File: src/rtl/dcache_flush_ctrl.sv
// Halt-time data cache flush engine: walks every set/way, writes back dirty blocks word by word,
// invalidates each visited block, optionally stores the hit counter, then raises a sticky flushed.
module dcache_flush_ctrl #(
   parameter int unsigned SETS      = 8,
   parameter int unsigned WAYS      = 2,
   parameter int unsigned WORDS     = 2,
   parameter int unsigned TAGW      = 26,
   parameter bit          EMIT_HITS = 1'b1,
   parameter logic [31:0] HITADDR   = 32'h3100,
   localparam int unsigned SW = (SETS  > 1) ? $clog2(SETS)  : 1,
   localparam int unsigned WW = (WAYS  > 1) ? $clog2(WAYS)  : 1,
   localparam int unsigned BW = (WORDS > 1) ? $clog2(WORDS) : 1
) (
   input  logic            CLK,
   input  logic            nRST,
   input  logic            halt,
   input  logic [31:0]     hit_count,
   output logic [SW-1:0]   fl_set,
   output logic [WW-1:0]   fl_way,
   output logic [BW-1:0]   fl_word,
   input  logic            line_valid,
   input  logic            line_dirty,
   input  logic [TAGW-1:0] line_tag,
   input  logic [31:0]     line_word,
   output logic            fl_inval,
   output logic            dWEN,
   output logic [31:0]     daddr,
   output logic [31:0]     dstore,
   input  logic            dwait,
   output logic            busy,
   output logic            flushed
);

   localparam int unsigned SetBits  = $clog2(SETS);
   localparam int unsigned WordBits = $clog2(WORDS);

   localparam logic [SW-1:0] LastSet  = SW'(SETS - 1);
   localparam logic [WW-1:0] LastWay  = WW'(WAYS - 1);
   localparam logic [BW-1:0] LastWord = BW'(WORDS - 1);

   typedef enum logic [2:0] {
      StIdle,
      StCheck,
      StWb,
      StInval,
      StNext,
      StHitcnt,
      StDone
   } state_e;

   state_e        state_q, state_d;
   logic [SW-1:0] set_q, set_d;
   logic [WW-1:0] way_q, way_d;
   logic [BW-1:0] word_q, word_d;
   logic [31:0]   hits_q, hits_d;
   logic [31:0]   line_addr;

   // {tag, set, word, byte}; unused index fields are zero-width in the real address.
   always_comb begin
      line_addr = (32'(line_tag) << (SetBits + WordBits + 2))
                | (32'(set_q) << (WordBits + 2))
                | (32'(word_q) << 2);
   end

   always_ff @(posedge CLK or negedge nRST) begin
      if (!nRST) begin
         state_q <= StIdle;
         set_q   <= '0;
         way_q   <= '0;
         word_q  <= '0;
         hits_q  <= '0;
      end else begin
         state_q <= state_d;
         set_q   <= set_d;
         way_q   <= way_d;
         word_q  <= word_d;
         hits_q  <= hits_d;
      end
   end

   always_comb begin
      state_d  = state_q;
      set_d    = set_q;
      way_d    = way_q;
      word_d   = word_q;
      hits_d   = hits_q;
      dWEN     = 1'b0;
      daddr    = '0;
      dstore   = '0;
      fl_inval = 1'b0;

      unique case (state_q)
         StIdle: begin
            if (halt) begin
               state_d = StCheck;
               set_d   = '0;
               way_d   = '0;
               word_d  = '0;
               hits_d  = hit_count;
            end
         end
         StCheck: begin
            if (line_valid && line_dirty) begin
               word_d  = '0;
               state_d = StWb;
            end else if (line_valid) begin
               state_d = StInval;
            end else begin
               state_d = StNext;
            end
         end
         StWb: begin
            dWEN   = 1'b1;
            daddr  = line_addr;
            dstore = line_word;
            if (!dwait) begin
               if (word_q == LastWord) begin
                  word_d  = '0;
                  state_d = StInval;
               end else begin
                  word_d = word_q + BW'(1);
               end
            end
         end
         StInval: begin
            fl_inval = 1'b1;
            state_d  = StNext;
         end
         StNext: begin
            if (way_q == LastWay && set_q == LastSet) begin
               state_d = EMIT_HITS ? StHitcnt : StDone;
            end else begin
               if (way_q == LastWay) begin
                  way_d = '0;
                  set_d = set_q + SW'(1);
               end else begin
                  way_d = way_q + WW'(1);
               end
               state_d = StCheck;
            end
         end
         StHitcnt: begin
            dWEN   = 1'b1;
            daddr  = HITADDR;
            dstore = hits_q;
            if (!dwait) begin
               state_d = StDone;
            end
         end
         StDone: begin
            state_d = StDone;
         end
         default: begin
            state_d = StIdle;
         end
      endcase
   end

   assign fl_set  = set_q;
   assign fl_way  = way_q;
   assign fl_word = word_q;
   assign busy    = (state_q != StIdle) && (state_q != StDone);
   assign flushed = (state_q == StDone);

endmodule

File: config.mk
export PLATFORM = sky130hd
export DESIGN_NAME = dcache_flush_ctrl
export DESIGN_NICKNAME = d
export VERILOG_FILES = /design/src/rtl/dcache_flush_ctrl.sv
export SDC_FILE = /design/constraint.sdc
export NUM_CORES = 1
export LEC_CHECK = 0
export ABC_AREA = 1
export CAP_MARGIN = 10
export CORE_MARGIN = 2
export CORE_UTILIZATION = 36
export DETAILED_ROUTE_END_ITERATION = 8
export GPL_TIMING_DRIVEN = 0
export HOLD_SLACK_MARGIN = 0.12
export PLACE_DENSITY = 0.91
export SLEW_MARGIN = 5
export SYNTH_ARGS = -nofsm -noshare
export SYNTH_HDL_FRONTEND = slang
export SYNTH_SLANG_ARGS = --single-unit
export TNS_END_PERCENT = 20
File: constraint.sdc
create_clock -name CLK -period 1.6 [get_ports CLK]
set_input_delay 0.32 -clock CLK [delete_from_list [all_inputs] [get_ports CLK]]
set_output_delay 0.32 -clock CLK [all_outputs]
set_load 0.01 [all_outputs]
==> metrics.txt <==
CP startpoint kind register; Comb pwr share 63.3%; Initial DRC Count 155; final slew viol count 0; endpoint class of the critical path primary output; Clk Latency, worst-skew pair 0.29 ns; Clock power frac 9.5%; Core Region 0.00679 sq mm; Hold Path Class input pin to asynchronous set/reset pin; CP max-delay cell dfrtp_2; Tot GR Track Use 24.2%; adder-cell area share of the yosys netlist 0.994%; RR Startpoint state_q[0]; layout cells sized above 1 31.2%; Final WS setup -0.308 ns; DP HPWL 6830 microns; violated checks negative setup slack; multiplexer share of the synthesized area 0%; largest family of logic cells by synthesized area simple AND/OR/NAND/NOR gates; Synth top area share 39.7%; hold slack final 0.358 ns; cell area after layout 0.00469 sq mm; Synth Area in Compound Gates 2.24%; Area growth syn-to-layout 86.2%; IO Pins 169; Setup crit start state_q[0]; Clock Tree Buf Depth 2; vias per cell 4.89; sw power 0.00297 W; DRC violations left 0; Tot Pwr 0.00672 W; Req. time, crit path 1.28 ns; Sink Count 40; Sw Ratio 44.2%; gp weighted congestion 0.759; Initial Util 37.1%; unrepaired setup endpoints after global routing yes; dpl cells 651; PwrDens 1430 mW/mm^2; Hold Violations, Final 0; mapped cell area 0.00252 sq mm; first-pass GRT wire length 14600 microns; Area contributors post-synth dfrtp_1, nand2_1, nand3_1; Post-Synth Simple-Gate Area 45.9%; cts bufs inserted 5; ant diodes 0; Cells after Synth 388; wire length per cell 14.1 microns; H-tree lvl count 2; DRT Wirelength 9690 microns; largest net degree at the start of global routing 39; R2R depth 9; Die Span X 87.6 microns; Avg Cell Area, Syn 6.49 sq um; P_int 0.00375 W; r2r endpoint fl_set[1]; Synth Area in XOR/XNOR 0%; FFs w/ async S/R, synth 100%; vias in the first global route 3208; dpl cell area 0.00431 sq mm; vias 3354; post-route ant nets 0; die footprint 0.00768 sq mm; number of synthesized flops with an enable pin 0; CP cell instances inv_4 > buf_4 > nand3_4 > buf_6 > buf_12 > nor2_2 > buf_2; end-of-flow core utilization 69.0%; initial antenna violation count 0; # nets final 688; CP Max Fanout 10; min cycle time layout 1.91 ns; outcome finished with violations; area leader, netlist dfrtp_1; CTS tree done; Reg2Reg Setup Slack 0.01 ns; Max-Cap Viols 0; WS Path Type register to primary output; static leakage 2.59 nW; Most used DFF post-synth dfrtp_1; max incr delay on CP 0.47 ns; VDD IR-drop max 0.735 mV; Tcrit/Tclk final 119%; Ys Warns 0; Flop pwr share 27.2%; final cell count without fillers 686; Worst Setup EP daddr[25]; root buf cell clkbuf_8; #FFs+latches synth 40; drt first pass iters 4; endpoints failing setup 65; WP data arrival 1.59 ns; Cell variety after synth 23; Site Rows 30; fmax 0.524 GHz; sequential cell area fraction in the yosys report 39.7%; Worst-path clk slew 0.08 ns; PortBufs 165; Die Y-Extent 87.6 microns; total grt overflow 0; Final Skew 0.00562 ns
-- worst min-delay path by stage --
stage	from	end	slack [ns]	cells past startpoint
floorplan	nRST	fl_set[0]	0.02	0
global placement	hits_q[13]	hits_q[13]	0.45	2
detailed placement	nRST	hits_q[29]	0.13	1
CTS	nRST	hits_q[29]	0.34	2
global route	nRST	hits_q[29]	0.37	2
finish	nRST	hits_q[29]	0.36	2
-- area by class of cell --
| type | instances | area (sq um) |
|---|---|---|
| buffer | 25 | 243 |
| clock buffer | 6 | 72.6 |
| clock inverter | 1 | 5.00 |
| fill | 569 | 2100 |
| inverter | 36 | 143 |
| multi-input combinational | 287 | 1420 |
| sequential | 40 | 1000 |
| tap | 96 | 120 |
| timing repair buffer | 195 | 1680 |
-- critical path: cells and delay by family, from the launching register on --
family                 cells  cell delay [ns]
AND/OR/NAND/NOR            2             0.16
buffers and inverters      5             0.66
flip-flops                 1             0.47
-- placed cells by master (no fill, tap or decap), types with 2 or more instances in the layout --
cell type	instances
nand2_2	31
conb_1	2
clkbuf_1	5
o21a_1	3
nand2_1	131
o21ai_0	3
dlymetal6s2s_1	2
nand3b_1	4
inv_2	3
nand3_1	67
buf_4	24
clkbuf_8	5
clkdlybuf4s50_1	95
nor2_2	9
inv_1	31
buf_8	3
nor2_4	9
buf_2	58
dfrtp_1	37
nand3_2	2
dfrtp_2	3
buf_12	3
nor2_1	18
ha_1	2
buf_6	28
-- stage by stage --
stage                     worst slack, ns  setup TNS [ns]
after global routing               -0.366          -21.11
final                              -0.308          -15.15
after detailed placement           -0.714          -37.98
after global placement             -0.796          -68.53
after CTS                          -0.309          -13.73
after floorplan                    0.0262               0
-- cells by family (layout without fill, tap and decap cells) --
logic type,after synthesis,in the layout
simple gates,274,274
buf+inv,62,263
flops,40,40
compound gates,9,9
fa+ha+maj,2,2
other cells,1,2
-- registers in the layout, summed over array words and instances, names as in the netlist --
name	cells
fl_set	3
hits_q	32
fl_way	1
state_q	3
fl_word	1
-- metal layers --
layer,global-route usage [%],vias to the layer above,wire [microns]
li1,-,1598,-
met1,26.8,1573,3530
met2,45.2,164,5160
met3,4.81,19,806
met4,9.37,0,192
met5,0,-,0
-- Yosys cell counts (3+ instances only) --
| library cell | instances |
|---|---|
| nor2_1 | 33 |
| o21a_1 | 3 |
| o21ai_0 | 3 |
| buf_4 | 8 |
| inv_1 | 31 |
| nand2_1 | 161 |
| dfrtp_1 | 40 |
| inv_2 | 5 |
| nand3b_1 | 4 |
| buf_2 | 11 |
| nand3_1 | 69 |
| clkbuf_1 | 5 |
-- power groups by stage --
stage	Sequential, W	Clock, W	Combinational (W)
detailed placement	0.00175	0	0.00356
CTS	0.00176	0.000658	0.00394
finish	0.00182	0.000640	0.00425
global placement	0.00172	0	0.00345
global route	0.00188	0.000706	0.00463
floorplan	0.00168	0	0.00193
-- timing repair --
item / 4_1_cts / 5_1_grt
endpoints found under the hold margin: 40 / 0
pin swaps: 11 / 9
setup buffers: 18 / 5
endpoints found under the setup margin: 67 / 102
cloned: 4 / 1
hold buffers: 1 / 0
resized for setup: 323 / 63
No activity file was read; power rests on OpenSTA's default activity.
